===== src/rtl/vga_timing_gen.sv =====
// vga_timing_gen: parametrised VGA raster timing generator.
// A clock divider produces a pixel tick. The x/y position counters advance on that tick.
// Every decoded output is a flop fed from the next-state position, so each one
// changes on the same edge as the counters and always describes the same pixel.
`timescale 1ns/1ps

module vga_timing_gen #(
    parameter int unsigned H_ACTIVE = 640,
    parameter int unsigned H_FP     = 16,
    parameter int unsigned H_SYNC   = 96,
    parameter int unsigned H_BP     = 48,
    parameter int unsigned V_ACTIVE = 480,
    parameter int unsigned V_FP     = 10,
    parameter int unsigned V_SYNC   = 2,
    parameter int unsigned V_BP     = 33,
    parameter int unsigned HS_POL   = 0,
    parameter int unsigned VS_POL   = 0,
    parameter int unsigned CLK_DIV  = 1,
    localparam int unsigned H_TOTAL = H_ACTIVE + H_FP + H_SYNC + H_BP,
    localparam int unsigned V_TOTAL = V_ACTIVE + V_FP + V_SYNC + V_BP,
    localparam int unsigned XW      = $clog2(H_TOTAL),
    localparam int unsigned YW      = $clog2(V_TOTAL)
) (
    input  logic          clk,
    input  logic          rst,
    output logic          pix_stb,
    output logic [XW-1:0] counter_x,
    output logic [YW-1:0] counter_y,
    output logic          hsync,
    output logic          vsync,
    output logic          in_display_area,
    output logic          hblank,
    output logic          vblank,
    output logic          line_start,
    output logic          frame_start,
    output logic [7:0]    frame_cnt
);

    localparam int unsigned DW = (CLK_DIV > 32'd1) ? $clog2(CLK_DIV) : 32'd1;

    localparam logic [DW-1:0] DIV_ZERO = DW'(32'd0);
    localparam logic [DW-1:0] DIV_ONE  = DW'(32'd1);
    localparam logic [DW-1:0] DIV_LAST = DW'(CLK_DIV - 32'd1);
    localparam logic [XW-1:0] X_ZERO   = XW'(32'd0);
    localparam logic [XW-1:0] X_ONE    = XW'(32'd1);
    localparam logic [XW-1:0] X_LAST   = XW'(H_TOTAL - 32'd1);
    localparam logic [YW-1:0] Y_ZERO   = YW'(32'd0);
    localparam logic [YW-1:0] Y_ONE    = YW'(32'd1);
    localparam logic [YW-1:0] Y_LAST   = YW'(V_TOTAL - 32'd1);

    // Sync windows in full 32-bit arithmetic so a zero back porch cannot overflow XW/YW.
    localparam int unsigned HS_START = H_ACTIVE + H_FP;
    localparam int unsigned HS_END   = HS_START + H_SYNC;
    localparam int unsigned VS_START = V_ACTIVE + V_FP;
    localparam int unsigned VS_END   = VS_START + V_SYNC;

    localparam logic HS_ON = 1'(HS_POL);
    localparam logic VS_ON = 1'(VS_POL);

    logic [DW-1:0] div_r;
    logic          tick_s;
    logic [XW-1:0] x_nxt_s;
    logic [YW-1:0] y_nxt_s;
    logic          frame_wrap_s;
    logic          hsync_nxt_s;
    logic          vsync_nxt_s;
    logic          hblank_nxt_s;
    logic          vblank_nxt_s;
    logic          line_start_nxt_s;

    assign tick_s = (div_r == DIV_LAST);

    // Pixel-clock divider: counts clk cycles within one pixel period.
    always_ff @(posedge clk or posedge rst) begin
        if (rst) begin
            div_r <= DIV_ZERO;
        end else if (tick_s) begin
            div_r <= DIV_ZERO;
        end else begin
            div_r <= div_r + DIV_ONE;
        end
    end

    // Next-state position: advance x on tick and carry into y at the end of each line.
    always_comb begin
        x_nxt_s      = counter_x;
        y_nxt_s      = counter_y;
        frame_wrap_s = 1'b0;
        if (tick_s) begin
            if (counter_x == X_LAST) begin
                x_nxt_s = X_ZERO;
                if (counter_y == Y_LAST) begin
                    y_nxt_s      = Y_ZERO;
                    frame_wrap_s = 1'b1;
                end else begin
                    y_nxt_s = counter_y + Y_ONE;
                end
            end else begin
                x_nxt_s = counter_x + X_ONE;
            end
        end else begin
            x_nxt_s = counter_x;
            y_nxt_s = counter_y;
        end
    end

    // Region decode of the next-state position; it feeds the output flops.
    always_comb begin
        hblank_nxt_s     = (32'(x_nxt_s) >= H_ACTIVE);
        vblank_nxt_s     = (32'(y_nxt_s) >= V_ACTIVE);
        line_start_nxt_s = (x_nxt_s == X_ZERO);
        hsync_nxt_s      = ~HS_ON;
        vsync_nxt_s      = ~VS_ON;
        if ((32'(x_nxt_s) >= HS_START) && (32'(x_nxt_s) < HS_END)) begin
            hsync_nxt_s = HS_ON;
        end else begin
            hsync_nxt_s = ~HS_ON;
        end
        if ((32'(y_nxt_s) >= VS_START) && (32'(y_nxt_s) < VS_END)) begin
            vsync_nxt_s = VS_ON;
        end else begin
            vsync_nxt_s = ~VS_ON;
        end
    end

    // Output registers: position, decoded levels, pixel strobe and frame counter.
    always_ff @(posedge clk or posedge rst) begin
        if (rst) begin
            counter_x       <= X_LAST;
            counter_y       <= Y_LAST;
            pix_stb         <= 1'b0;
            hsync           <= ~HS_ON;
            vsync           <= ~VS_ON;
            in_display_area <= 1'b0;
            hblank          <= 1'b1;
            vblank          <= 1'b1;
            line_start      <= 1'b0;
            frame_start     <= 1'b0;
            frame_cnt       <= 8'd0;
        end else begin
            counter_x       <= x_nxt_s;
            counter_y       <= y_nxt_s;
            pix_stb         <= tick_s;
            hsync           <= hsync_nxt_s;
            vsync           <= vsync_nxt_s;
            in_display_area <= ~hblank_nxt_s & ~vblank_nxt_s;
            hblank          <= hblank_nxt_s;
            vblank          <= vblank_nxt_s;
            line_start      <= line_start_nxt_s;
            frame_start     <= line_start_nxt_s & (y_nxt_s == Y_ZERO);
            if (frame_wrap_s) begin
                frame_cnt <= frame_cnt + 8'd1;
            end else begin
                frame_cnt <= frame_cnt;
            end
        end
    end

endmodule


===== config.mk =====
export PLATFORM = sky130hd
export DESIGN_NAME = vga_timing_gen
export DESIGN_NICKNAME = d
export VERILOG_FILES = /design/src/rtl/vga_timing_gen.sv
export SDC_FILE = /design/constraint.sdc
export NUM_CORES = 1
export LEC_CHECK = 0
export BUFFER_PORTS_ARGS = -buffer_cell sky130_fd_sc_hd__buf_2
export CAP_MARGIN = 10
export CORE_ASPECT_RATIO = 2
export CORE_MARGIN = 2
export CORE_UTILIZATION = 50
export CTS_CLUSTER_DIAMETER = 60
export CTS_CLUSTER_SIZE = 25
export DETAILED_ROUTE_END_ITERATION = 7
export GPL_ROUTABILITY_DRIVEN = 0
export PLACE_DENSITY = 0.73
export SYNTH_ARGS = -nofsm -noshare
export SYNTH_HDL_FRONTEND = slang
export SYNTH_SLANG_ARGS = --single-unit

===== constraint.sdc =====
create_clock -name clk -period 2.6 [get_ports clk]
set_input_delay 0.52 -clock clk [delete_from_list [all_inputs] [get_ports clk]]
set_output_delay 0.52 -clock clk [all_outputs]
set_load 0.02 [all_outputs]

-- After elaboration in Yosys (flattened, before gate mapping)
Cells that the tools add are included.
- equal/unequal tests: 2
- $lt $le $gt $ge: 6
- $mul: 0
- divide/modulo/power cells: 0
- shift-type cells: 0
- $add $sub $neg: 4
- bitwise operators: 5
- reduce and logical (&&, ||, !) cells: 4
- multiplexer cells: 11
- operators with widths (operator ; count):
    $mux 10 ; 5
    $add 10x1->10 const B ; 2
    $eq 10x10->1 const B ; 2
    $ge 10x10->1 const B ; 2
    $ge 10x9->1 const B ; 2
    $logic_not 10->1 ; 2
    $lt 10x10->1 const B ; 1
    $lt 10x9->1 const B ; 1
    $add 8x1->8 const B ; 1
    $mux 1 ; 6
    $not 1->1 ; 3
    $and 1x1->1 ; 2
    $logic_and 1x1->1 ; 2
    $add 1x1->1 const B ; 1
- bits in latches: 0
- memories: 0
- bits in registers: 37
- logic and storage cells: 44
- output and inout port bits: 36
- memory bits (read-only): 0
- memory bits (writable): 0

-- Longest topological paths before layout
- depth after elaboration: 7
- gate-level depth with buffers: 9
- mapped depth without buffers: 8

-- Worst setup path after synthesis
OpenSTA, ideal clock, no wires.
- path type: register to register
- start: register counter_x[8]
- end: register frame_start
- stages on the path, launching flop included: 9
- setup slack: 253 ps
- period minus slack after synthesis: 2347 ps
- data arrival time: 2253 ps
- cells stage by stage: dfstp_2 > buf_6 > and4b_1 > buf_6 > nand3_1 > nor3_1 > xnor2_1 > or3b_4 > nor4b_4
- word-level cells in the longest chain between the ends: 5
- elaborated cells on any way between the ends: 9
- those cells by class: add/sub (1); eq/ne (1); mux (4); bitwise (1); reduce/logical (2)
- ends and longest elaborated chain (element ; RTL line ; RTL):
    start: declaration ; 27 ; output logic [XW-1:0] counter_x,
    start signal: assignment ; 141 ; counter_x <= x_nxt_s;
    $add 10x1->10 or $eq 10x10->1 (tied branches) ; 99, 90 ;
    $mux 10 ; 90 ; if (counter_x == X_LAST) begin
    $mux 10 ; 89 ; if (tick_s) begin
    $logic_not 10->1 (on tied branches) ; 111, 150 ;
    $and 1x1->1 * ; 150 ; frame_start <= line_start_nxt_s & (y_nxt_s == Y_ZERO);
    end signal: assignment ; 150 ;
    end: declaration ; 35 ; output logic frame_start,
Mark *: on every way between the ends. The rest lies on a longest branch, timed or not.
A chain may end at the register's enable or synchronous reset.

-- Worst setup path after layout
- start: register counter_x[0]
- end: register vsync
- word-level cells in the longest chain between the ends: 6
- elaborated cells on any way between the ends: 7
- those cells by class: order compare (2); eq/ne (1); mux (3); reduce/logical (1)
- ends and longest elaborated chain (element ; RTL line ; RTL):
    $eq 10x10->1 * ; 90 ;
    $mux 10 * ; 90 ;
    $mux 10 * ; 89 ;
    $ge 10x9->1 or $lt 10x9->1 (tied branches) ; 119 ; if ((32'(y_nxt_s) >= VS_START) && (32'(y_nxt_s) < VS_END)) begin
    $logic_and 1x1->1 * ; 119 ;
    $mux 1 * ; 119 ;
    net vsync_nxt_s ; 66 ; logic vsync_nxt_s;
    end signal: assignment ; 133 ; vsync <= ~VS_ON;
    end signal: assignment ; 145 ; vsync <= vsync_nxt_s;
    end: declaration ; 30 ; output logic vsync,
Mark *: on every way through the listed nets, which the timed path passes. The rest lies on a longest branch.

==> impl_metrics.py <==
metrics = {
    "sta": {
        "slew_viol_final": 0,
        "fin_skew_ns": 0.00752,
        "fin_crit_ns": 2.38,
        "whs_ns": 0.317,
        "max_freq_mhz": 421,
        "hold_viol_final": 0,
        "tns_ns": 0,
        "rsz0062_at_grt": "false",
        "setup_viol": 0,
        "min_period_over_period_pct": 91.4,
    },
    "worst_setup_path": {
        "arrival_ns": 2.57,
        "critical_path.slowest_cell": "dfstp_2",
        "startpoint_type": "register",
        "cp.required_ns": 2.79,
        "path_cells": "ha_1, and3_1, and3_4, nand3_1, xor2_1, nor3_1, nand4_1",
        "end_kind": "register",
        "crit_fanout": 14,
        "critPathKind": "reg -> reg",
        "cp_slowest_stage_delay_ns": 0.59,
    },
    "routing": {
        "wire_per_inst_um": 14.9,
        "drtIter0Drc": 32,
        "drc": 0,
        "viasPerCell": 5.62,
        "totalWireLength_um": 4440,
        "antenna_left": 0,
        "vias": 1674,
        "firstDrtPassIters": 4,
    },
    "die": {
        "die_w_um": 48.7,
        "row_count": 32,
        "die_h_um": 93.3,
        "design.core.area_mm2": 0.00384,
        "dieArea_mm2": 0.00454,
        "start_util_pct": 51.9,
        "ios": 38,
    },
    "power": {
        "p_int_uw": 848,
        "power.switching_uw": 207,
        "power.density_mw_per_mm2": 446,
        "sw_frac_of_total_pct": 19.6,
        "vdd_drop_max_mv": 0.327,
        "power.clock.fraction_pct": 45.4,
        "pwr-share-seq_pct": 53.3,
        "leakagePower_uw": 0.00113,
        "combPwrFrac_pct": 1.3,
    },
    "synth": {
        "synth_ff_type": "dfrtp_1",
        "netlist.area_leader.share_pct": 27.6,
        "async_reset_ff_share_pct": 100,
        "syn-num-nets": 206,
        "synth.distinct_cells": 53,
        "netlist_top_cells_area": "dfrtp_1 (28%), dfstp_2 (18%), nand2_1 (3.8%)",
        "yosysSeqAreaShare_pct": 46.0,
        "synth_seq_cells": 36,
        "synth_edf_count": 0,
        "syn-cell-area_mm2": 0.00199,
        "yosysTopAreaCell": "dfrtp_1",
        "syn-instance-count": 199,
        "ys_warn_count": 0,
        "syn_area_per_cell_um2": 10.0,
    },
    "layout": {
        "diodes": 0,
        "area_growth_pct": 18.7,
        "nets": 253,
        "final_area_mm2": 0.00237,
        "largestRegisters": "counter_x x10, counter_y x10, frame_cnt x8",
        "drive_gt1_share_pct": 31.6,
    },
    "clock_network": {
        "cts_root_buffer": "clkbuf_8",
        "postCtsSetupBuffers": 0,
        "cts_max_level": 2,
        "cts_made_buffers": 5,
        "cts_sinks": 36,
        "cts_resized": 0,
        "path_clk_slew_ns": 0.07,
        "cts.path.max_buffers": 2,
        "ctsHoldBuffers": 0,
        "tritoncts": "done",
        "clk_latency_ns": 0.29,
    },
    "placement": {
        "port_buffers": 37,
        "placed_area_mm2": 0.00226,
        "dp_hpwl_um": 3370,
    },
    "grt": {
        "grt_pass1_wl_um": 7400,
        "antenna_found_initial": 0,
        "grt_pass1_vias": 1601,
        "grt_max_degree": 37,
        "grt_util_all_layers_pct": 21.3,
        "grt_remaining_overflow": 0,
    },
    "status": {
        "status": "completed",
    },
    "min_path": {
        "worstHoldPathType": "in -> async",
    },
    "job": {
        "max_cap_violations": 0,
    },
}
[area by class of cell]
type | count | area, um^2
fill | 346 | 1480
clock inverter | 2 | 35.0
inverter | 11 | 41.3
clock buffer | 6 | 72.6
multi-input combinational | 145 | 976
sequential | 36 | 918
tap | 51 | 63.8
timing repair buffer | 47 | 260
[power by group through the flow]
stage          Combinational [uW]  Clock (uW)  Sequential (uW)
2_1_floorplan                8.19           0              573
3_3_place_gp                 14.9           0              572
3_5_place_dp                 15.3           0              572
4_1_cts                      15.2         490              562
5_1_grt                      17.1         517              562
6_report                     14.0         479              562
[cells in the mapped netlist (3+ instances only)]
cell type  number
a21oi_1         4
a31oi_1         3
buf_6           3
dfrtp_1        22
dfstp_2        14
ha_1            5
inv_1          11
nand2_1        20
nand3_1         9
nand4_1         9
nor2_1          9
nor3_1          6
o21ai_0        12
o22ai_1         3
o31ai_1         5
xnor2_1         8
xor2_1          8
[metrics by stage]
| stage | utilization (%) | cells | total power (uW) | setup slack, ns |
|---|---|---|---|---|
| floorplan | - | 199 | 581 | 0.253 |
| global placement | 58.8 | 290 | 587 | 0.298 |
| detailed placement | 58.8 | 290 | 587 | 0.218 |
| CTS | 61.6 | 298 | 1070 | 0.220 |
| global route | 61.6 | 298 | 1100 | 0.116 |
| finish | 61.6 | 298 | 1060 | 0.225 |
[worst max-delay path, delay by kind of cell, from the launching register on]
| kind | cells | cell delay [ns] |
|---|---|---|
| simple gates | 5 | 1.28 |
| flops | 1 | 0.59 |
| fa+ha+maj | 1 | 0.22 |
| xor+xnor | 1 | 0.19 |
[layout by cell type (no fill, tap or decap), types with 3 or more instances in the layout]
cell,instances
buf_2,37
dfrtp_1,22
nand2_1,20
dfstp_2,14
o21ai_0,12
inv_1,11
buf_4,10
nand4_1,9
nand3_1,9
nor2_1,9
xnor2_1,8
xor2_1,8
nor3_1,6
o31ai_1,5
ha_1,5
clkbuf_8,5
a21oi_1,4
o22ai_1,3
a31oi_1,3
[kinds of logic (layout without fill, tap and decap cells)]
family / count (synthesis) / in the layout / synth area share, %
AO/OA/AOI/OAI: 40 / 40 / 13.0
multiplexers: 2 / 2 / 1.07
XOR/XNOR: 17 / 17 / 7.84
flip-flops: 36 / 36 / 46.0
other: 1 / 1 / 0.188
AND/OR/NAND/NOR: 80 / 80 / 23.7
buffers and inverters: 18 / 66 / 5.02
adder cells (fa/ha/maj): 5 / 5 / 3.14
[worst paths after layout]
check / from / endpoint / slack, ns / cells after the start
max: counter_x[0]$_DFF_PP1_ / vsync$_DFF_PP1_ / 0.22 / 7
min: rst / frame_cnt[3]$_DFFE_PP0P_ / 0.32 / 3
min reg2reg: frame_cnt[7]$_DFFE_PP0P_ / frame_cnt[7]$_DFFE_PP0P_ / 0.47 / 1
max in group asynchronous: rst / counter_y[2]$_DFF_PP1_ / 1.93 / 3
max reg2reg: counter_x[0]$_DFF_PP1_ / vsync$_DFF_PP1_ / 0.22 / 7
min in group clk: frame_cnt[7]$_DFFE_PP0P_ / frame_cnt[7]$_DFFE_PP0P_ / 0.47 / 1
[layer usage]
layer / share of wire, % / vias to the layer above / GRT usage [%]
li1: - / 810 / -
met1: 37 / 814 / 22.0
met2: 58 / 43 / 40.5
met3: 3.3 / 7 / 3.99
met4: 1.8 / 0 / 9.29
met5: 0 / - / 0
Note: power is estimated with default switching activity, not from simulation.
